$ cat config.mk
export PLATFORM = sky130hd
export DESIGN_NAME = fl_sf_fifo
export DESIGN_NICKNAME = d
export VERILOG_FILES = /design/src/rtl/fl_pkg.sv /design/src/rtl/fl_sf_mem.sv /design/src/rtl/fl_sf_fifo.sv
export SDC_FILE = /design/constraint.sdc
export NUM_CORES = 1
export LEC_CHECK = 0
export ABC_AREA = 1
export BUFFER_PORTS_ARGS = -buffer_cell sky130_fd_sc_hd__buf_4
export CORE_UTILIZATION = 62
export DETAILED_ROUTE_END_ITERATION = 10
export PLACE_DENSITY_LB_ADDON = 0.1
export SLEW_MARGIN = 15
export SYNTH_ARGS = -nofsm -noshare
export SYNTH_HDL_FRONTEND = slang
export SYNTH_HIERARCHICAL = 1
export SYNTH_SLANG_ARGS = --single-unit
$ cat constraint.sdc
create_clock -name CLK -period 4.4 [get_ports CLK]
set_clock_uncertainty 0.2 [all_clocks]
set_input_delay 0.22 -clock CLK [delete_from_list [all_inputs] [get_ports CLK]]
set_output_delay 0.22 -clock CLK [all_outputs]
set_load 0.02 [all_outputs]
$ cat src/rtl/fl_pkg.sv
// Shared FrameLink types for the store-and-forward FIFO: stored word layout,
// forwarding state and a constant-safe ceil(log2) helper.
package fl_pkg;

    localparam int FL_DWIDTH    = 32;
    localparam int FL_DREMWIDTH = 2;

    // One buffered FrameLink word; delimiters kept active-low as on the wire.
    typedef struct packed {
        logic [FL_DWIDTH-1:0]    data;
        logic [FL_DREMWIDTH-1:0] drem;
        logic                    sof_n;
        logic                    eof_n;
        logic                    sop_n;
        logic                    eop_n;
    } fl_word_t;

    typedef enum logic {
        STORE = 1'b0,
        CUT   = 1'b1
    } fl_sf_state_t;

    function automatic int clog2(input int value);
        int r;
        r = 0;
        for (int i = 0; i < 31; i++) begin
            if ((1 << i) < value) begin
                r = i + 1;
            end
        end
        return r;
    endfunction

endpackage

$ cat src/rtl/fl_sf_mem.sv
// Simple dual-port word store: synchronous write, asynchronous read so the
// FIFO head is visible in the same cycle (first-word fall-through).
module fl_sf_mem #(
    parameter int WIDTH  = 38,
    parameter int DEPTH  = 16,
    parameter int AWIDTH = 4
) (
    input  logic              CLK,
    input  logic              i_we,
    input  logic [AWIDTH-1:0] i_waddr,
    input  logic [WIDTH-1:0]  i_wdata,
    input  logic [AWIDTH-1:0] i_raddr,
    output logic [WIDTH-1:0]  o_rdata
);

    logic [WIDTH-1:0] r_mem [DEPTH];

    always_ff @(posedge CLK) begin
        if (i_we) begin
            r_mem[i_waddr] <= i_wdata;
        end
    end

    assign o_rdata = r_mem[i_raddr];

endmodule

$ cat src/rtl/fl_sf_fifo.sv
// Store-and-forward FrameLink FIFO with cut-through fallback for oversize frames.
// Optional status counter ports are enabled by defining FL_SF_FIFO_STATUS_EN.
//
//   state | meaning
//   STORE | release words only once a complete frame (EOF) is buffered
//   CUT   | oversize frame filled the FIFO; stream words until its EOF is read
module fl_sf_fifo
    import fl_pkg::*;
#(
    parameter int DWIDTH    = 32,
    parameter int DREMWIDTH = 2,
    parameter int DEPTH     = 16
) (
    input  logic                 CLK,
    input  logic                 RESET_N,
    input  logic [DWIDTH-1:0]    RX_DATA,
    input  logic [DREMWIDTH-1:0] RX_DREM,
    input  logic                 RX_SOF_N,
    input  logic                 RX_EOF_N,
    input  logic                 RX_SOP_N,
    input  logic                 RX_EOP_N,
    input  logic                 RX_SRC_RDY_N,
    output logic                 RX_DST_RDY_N,
    output logic [DWIDTH-1:0]    TX_DATA,
    output logic [DREMWIDTH-1:0] TX_DREM,
    output logic                 TX_SOF_N,
    output logic                 TX_EOF_N,
    output logic                 TX_SOP_N,
    output logic                 TX_EOP_N,
    output logic                 TX_SRC_RDY_N,
    input  logic                 TX_DST_RDY_N
`ifdef FL_SF_FIFO_STATUS_EN
    ,
    output logic [clog2(DEPTH+1)-1:0] STATUS_WORDS,
    output logic [clog2(DEPTH+1)-1:0] STATUS_FRAMES
`endif
);

    localparam int AW = clog2(DEPTH);
    localparam int CW = clog2(DEPTH + 1);
    localparam logic [CW-1:0] FULL_CNT = CW'(DEPTH);

    typedef struct packed {
        logic [DWIDTH-1:0]    data;
        logic [DREMWIDTH-1:0] drem;
        logic                 sof_n;
        logic                 eof_n;
        logic                 sop_n;
        logic                 eop_n;
    } word_t;

    localparam int WW = $bits(word_t);

    logic [AW-1:0] r_wr_ptr;
    logic [AW-1:0] r_rd_ptr;
    logic [CW-1:0] r_words;
    logic [CW-1:0] r_frames;
    fl_sf_state_t  r_state;

    word_t w_wr_word;
    word_t w_rd_word;
    logic  w_full;
    logic  w_rx_dst_rdy;
    logic  w_tx_avail;
    logic  w_tx_src_rdy;
    logic  w_wr;
    logic  w_rd;
    logic  w_wr_eof;
    logic  w_rd_eof;

    assign w_wr_word = {RX_DATA, RX_DREM, RX_SOF_N, RX_EOF_N, RX_SOP_N, RX_EOP_N};

    fl_sf_mem #(
        .WIDTH  (WW),
        .DEPTH  (DEPTH),
        .AWIDTH (AW)
    ) u_mem (
        .CLK     (CLK),
        .i_we    (w_wr),
        .i_waddr (r_wr_ptr),
        .i_wdata (w_wr_word),
        .i_raddr (r_rd_ptr),
        .o_rdata (w_rd_word)
    );

    // Full blocks writes even when a read frees a slot in the same cycle.
    assign w_full       = (r_words == FULL_CNT);
    assign w_rx_dst_rdy = ~w_full & RESET_N;
    assign w_tx_avail   = (r_state == STORE) ? (r_frames != '0) : (r_words != '0);
    assign w_tx_src_rdy = w_tx_avail & RESET_N;

    assign w_wr     = ~RX_SRC_RDY_N & w_rx_dst_rdy;
    assign w_rd     = w_tx_src_rdy & ~TX_DST_RDY_N;
    assign w_wr_eof = w_wr & ~RX_EOF_N;
    assign w_rd_eof = w_rd & ~w_rd_word.eof_n;

    assign RX_DST_RDY_N = ~w_rx_dst_rdy;
    assign TX_SRC_RDY_N = ~w_tx_src_rdy;

    always_comb begin
        TX_DATA  = '0;
        TX_DREM  = '0;
        TX_SOF_N = 1'b1;
        TX_EOF_N = 1'b1;
        TX_SOP_N = 1'b1;
        TX_EOP_N = 1'b1;
        if (w_tx_src_rdy) begin
            TX_DATA  = w_rd_word.data;
            TX_DREM  = w_rd_word.drem;
            TX_SOF_N = w_rd_word.sof_n;
            TX_EOF_N = w_rd_word.eof_n;
            TX_SOP_N = w_rd_word.sop_n;
            TX_EOP_N = w_rd_word.eop_n;
        end
    end

    always_ff @(posedge CLK or negedge RESET_N) begin
        if (!RESET_N) begin
            r_wr_ptr <= '0;
            r_rd_ptr <= '0;
            r_words  <= '0;
            r_frames <= '0;
        end else begin
            if (w_wr) begin
                r_wr_ptr <= r_wr_ptr + AW'(1);
            end
            if (w_rd) begin
                r_rd_ptr <= r_rd_ptr + AW'(1);
            end
            case ({w_wr, w_rd})
                2'b10:   r_words <= r_words + CW'(1);
                2'b01:   r_words <= r_words - CW'(1);
                default: ;
            endcase
            case ({w_wr_eof, w_rd_eof})
                2'b10:   r_frames <= r_frames + CW'(1);
                2'b01:   r_frames <= r_frames - CW'(1);
                default: ;
            endcase
        end
    end

    // A full FIFO with no complete frame can only drain by cutting through.
    always_ff @(posedge CLK or negedge RESET_N) begin
        if (!RESET_N) begin
            r_state <= STORE;
        end else begin
            case (r_state)
                STORE: begin
                    if (w_full && (r_frames == '0)) begin
                        r_state <= CUT;
                    end
                end
                CUT: begin
                    if (w_rd_eof) begin
                        r_state <= STORE;
                    end
                end
                default: r_state <= STORE;
            endcase
        end
    end

`ifdef FL_SF_FIFO_STATUS_EN
    assign STATUS_WORDS  = r_words;
    assign STATUS_FRAMES = r_frames;
`endif

endmodule

Word level (Yosys, flattened, before mapping). Memory sizes are Yosys's and may differ from the RTL's. Cells that the tools add are included.

Memory bits (writable): 608. Memories: 1. Logic and storage cells: 51. Bits of input ports: 42. Output and inout bits: 40. Register bits after elaboration: 19.

Memory list: u_mem.r_mem (words 16, bits a word 38, read ports 1, clocked after memory_dff 0, write ports 1, RTL line fl_sf_mem.sv:16) `logic [WIDTH-1:0] r_mem [DEPTH];`.

Bitwise logic cells: 14. Add/subtract/negate cells: 6. Equal/unequal tests: 5. Muxes and demuxes: 14. Reduce and logical (&&, ||, !) cells: 6.

Operator list (count): $mux W32 (1); $pmux W5 S2 (2); $add A5 B1 Y5 const B (2); $reduce_bool A5 Y1 (2); $sub A5 B1 Y5 const B (2); $mux W1 (9); $add A4 B1 Y4 const B (2); $not A1 Y1 (8); $and A1 B1 Y1 (6); $eq A5 B5 Y1 const B (1); $logic_not A5 Y1 (1); $eq A2 B1 Y1 const B (2); $eq A2 B2 Y1 const B (2); $reduce_bool A2 Y1 (2); $mux W2 (1); $pmux W1 S2 (1); $logic_and A1 B1 Y1 (1).

Logic depth before layout (Yosys ltp).
Depth in word-level cells: 7. Mapped depth: 22. Depth with buffers taken out: 20.

Hierarchy. Netlist, hierarchy kept.

Modules (own cells, without submodules): fl_sf_mem (cells each 2474, instances 1, seq. area each 18257.5 um^2, area an instance 26113.8 um^2); fl_sf_fifo (cells each 209, instances 1, seq. area each 475.5 um^2, area an instance 1468.9 um^2).

Least setup slack after synthesis. OpenSTA, ideal clock, no wires.

Path kind: register to register. From: register r_words[1]. To: memory u_mem.r_mem[12][0], enable pin. Setup slack: 1108 ps. Stages on the path, launching flop included: 7. Data arrival time: 2659 ps. Clock period less this slack: 3292 ps. Library setup time: 433 ps. Data required time: 3767 ps. Buffers on the path: 0. Path through: dfrtp_1 -> nor2_1 -> nand3_1 -> nand3_1 -> inv_1 -> nand3_1 -> nor2_1.

Word-level cells in the longest chain between the ends: 6.

Ends and longest elaborated chain: start, declared (RTL line fl_sf_fifo.sv:56) `logic [CW-1:0] r_words;`; start signal, assigned (RTL line fl_sf_fifo.sv:131) `2'b10: r_words <= r_words + CW'(1);`; start signal, assigned (RTL line fl_sf_fifo.sv:132) `2'b01: r_words <= r_words - CW'(1);`; $eq A5 B5 Y1 (RTL line fl_sf_fifo.sv:87) `assign w_full = (r_words == FULL_CNT);`; $not A1 Y1 (RTL line fl_sf_fifo.sv:88) `assign w_rx_dst_rdy = ~w_full & RESET_N;`; $and A1 B1 Y1 (RTL line fl_sf_fifo.sv:88); $and A1 B1 Y1 (RTL line fl_sf_fifo.sv:92) `assign w_wr = ~RX_SRC_RDY_N & w_rx_dst_rdy;`; net w_wr (RTL line fl_sf_fifo.sv:66) `logic w_wr;`; $mux W1 (RTL line fl_sf_mem.sv:19) `if (i_we) begin`; $mux W1 (not written as such) (RTL line fl_sf_mem.sv:20) `r_mem[i_waddr] <= i_wdata;`; end, declared (RTL line fl_sf_mem.sv:16).

The timed path passes the listed nets, and every way through them passes these cells.

==> results.py <==
metrics = {
    "synth": {
        "yosysUniqueCellTypes": 30,
        "synth_edf_count": 608,
        "ys_top_cells_by_area": "edfxtp_1 (66%), nand2_1 (11%), nand3_1 (8.4%)",
        "synth_commonest_cells": "nand2_1 (833), edfxtp_1 (608), inv_1 (510), nand3_1 (464), buf_2 (70)",
        "synthArstFlopShare_pct": 3.03,
        "yosys_warnings": 6,
        "ys_ff_latch": 627,
        "yosys.area.top_type": "edfxtp_1",
        "ys.flop_type": "edfxtp_1",
        "ys_seq_area_share_pct": 67.9,
        "synth.most_common_cell": "nand2_1",
        "netlist_instances": 2683,
        "syn_area_um2": 27600,
        "syn_avg_cell_area_um2": 10.3,
        "synth_nets": 2735,
        "synth_top_cell_area_share_pct": 66.2,
    },
    "min_path": {
        "min_to": "r_rd_ptr[1]",
        "hold_start": "TX_DST_RDY_N",
        "min_path_cells": 5,
        "hold_class": "input pin to register",
    },
    "sta": {
        "timing.fmax_mhz": 256,
        "hold_viol": 0,
        "fin_crit_sh_pct": 88.8,
        "setup_viol": 0,
        "relSlewSlack_pct": 32.1,
        "fin_ws_ns": 0.491,
        "whs_ns": 0.276,
        "fin_tns_setup_ns": 0,
        "maxSlewViolCount": 0,
        "worst_slew_pin_slew_ns": 1.02,
        "period_minus_slack_ns": 3.91,
        "rsz0062_at_grt": "no",
    },
    "clocking": {
        "clock-root-buffer": "clkbuf_16",
        "ctsResizeCount": 0,
        "clock-sinks": 627,
        "clockBufferDepth": 3,
        "cts_setup_buffers": 0,
        "cts_tree": "done",
        "cts_made_buffers": 66,
        "insertion_delay_ns": 0.58,
        "clk_pin_slew_ns": 0.06,
        "postCtsHoldBufs": 42,
        "h-tree-depth": 3,
    },
    "grt": {
        "antenna_found_initial": 1,
        "grtUsageMet1_pct": 37.8,
        "overflow": 0,
        "grt_pass1_wl_um": 97700,
        "grt_pass1_vias": 17713,
        "top_usage_layer": "met2",
        "grt_util_met3_pct": 3.40,
        "grt_max_degree": 152,
        "grt.total_usage_pct": 28.8,
        "gr-usage-met2_pct": 49.1,
    },
    "critical_path": {
        "critPathArrivalTime_ns": 3.49,
        "cp_common_cell": "nand3_1",
        "worst-r2r-cell-count": 20,
        "regToRegEndpoint": "r_frames[4]",
        "reg2reg_from": "r_rd_ptr[0]",
        "critPathKind": "register to output pin",
        "endpoint_kind": "output pin",
        "crit_required_ns": 3.98,
        "start_kind": "register",
        "r2r_slack_ns": 1.06,
        "critPathMaxStageDelay_ns": 0.93,
        "crit_chain": "buf_4 > nand2_1 > nand3_1 > nand3_1 > nand3_1 > nand2_1 > or2_2 > buf_4",
        "critical-path-slowest-cell": "dfrtp_4",
        "worstPathMaxFanout": 94,
    },
    "final_layout": {
        "multi_input_area_um2": 6280,
        "stdcell_area_um2": 31100,
        "area_growth_pct": 12.6,
        "layout.nets": 2826,
        "fin_cells": 3406,
        "fin_util_pct": 71.5,
        "seq_area_um2": 18700,
        "drive_above_1_share_pct": 8.40,
        "fillers": 3073,
    },
    "floorplan": {
        "design.die.area_um2": 45300,
        "initial_core_util_pct": 63.5,
        "core_area_um2": 43500,
        "num_io_pins": 82,
        "die_y_um": 213,
        "die_w_um": 213,
        "num_rows": 76,
    },
    "placement": {
        "place_congestion": 0.780,
        "dpl_cell_area_um2": 28600,
        "place_ws_ns": 1.06,
        "port-buffer-count": 81,
        "dp_cells": 3249,
        "dp_hpwl_um": 30000,
    },
    "pwr": {
        "peakVddDrop_uv": 578,
        "total_power_mw": 18.7,
        "power.density_nw_per_um2": 603,
        "leakagePower_nw": 13.5,
    },
    "detailed_routing": {
        "wl_um": 63400,
        "vias": 18455,
        "drt_pass1_iterations": 6,
        "drt.antenna.violating_nets": 0,
        "wire_per_inst_um": 18.6,
        "drt_iter0_markers": 1620,
        "drc_errors": 0,
        "drt-vias-per-instance": 5.42,
    },
    "run_status": {
        "status": "finished clean",
    },
    "flow_run": {
        "drv_cap": 0,
    },
}
==> kinds of logic (layout without fill, tap and decap cells) <==
logic type | Yosys count | in the layout | share of synthesized area, %
other | 0 | 1 | 0
and+or+nand+nor | 1382 | 1382 | 21.3
AOI/OAI and AO/OA | 9 | 9 | 0.181
DFF | 627 | 627 | 67.9
adders and majority gates | 10 | 10 | 0.481
xor gates and xnor gates | 13 | 13 | 0.413
buffers and inverters | 642 | 779 | 9.74
==> cell type report <==
cell class | instances | area share, %
clock buffer | 81 | 5.73
multi-input combinational | 1414 | 20.2
clock inverter | 33 | 0.765
antenna | 1 | 0.00805
tap | 585 | 2.36
timing repair buffer | 153 | 4.36
inverter | 512 | 6.22
sequential | 627 | 60.3
==> critical path: cells and delay by family (launching register included) <==
| kind | cells | cell delay (ns) |
|---|---|---|
| AND/OR/NAND/NOR | 6 | 0.86 |
| buffers and inverters | 2 | 1.07 |
| flip-flops | 1 | 0.93 |
==> sequential cells by signal, summed over array words and instances (netlist names) <==
register     count
r_wr_ptr         4
r_words          5
u_mem/r_mem    608
r_state          1
r_frames         5
r_rd_ptr         4
==> report_power, final <==
part           switching (mW)  internal, mW  total, mW
registers               0.392          6.94       7.33
logic                    4.24          1.94       6.18
clock network            2.19          3.04       5.23
total                    6.82          11.9       18.7
==> placed cells by master, fill, tap and decap left out, types with 2 or more instances in the layout <==
cell             n
clkinv_2        12
xor2_1           6
clkbuf_16       69
dfrtp_1         15
nand3_2          2
clkbuf_1        11
clkinvlp_4       3
a21oi_1          2
buf_4          103
edfxtp_1       608
bufinv_16        3
nor2_2           2
clkinv_1        14
nand2_1        833
inv_1          508
inv_6            2
nand3_1        464
nand2_2          2
nand3b_1         3
buf_12           8
xnor2_1          7
nor2_4          16
nand4_1          3
o21ai_0          4
dlygate4sd3_1   42
or2_2            4
nor2_1          50
ha_1             9
dfrtp_4          3
==> routing by layer <==
layer  vias to the layer above  wire (um)
met5                         -          0
met4                         0       2050
met3                       154       4600
met2                       759      31300
met1                      8753      25400
li1                       8789          -
==> worst max path at each step <==
stage	start	to	cells after the start
2_1_floorplan	r_words[1]	u_mem/r_mem[12][0]	6
3_3_place_gp	r_rd_ptr[0]	TX_SOP_N	8
3_5_place_dp	r_rd_ptr[0]	r_frames[4]	20
4_1_cts	r_rd_ptr[0]	TX_SOP_N	8
5_1_grt	r_rd_ptr[0]	TX_SOP_N	8
6_report	r_rd_ptr[0]	TX_SOP_N	8
(Power assumes the default switching activity.)
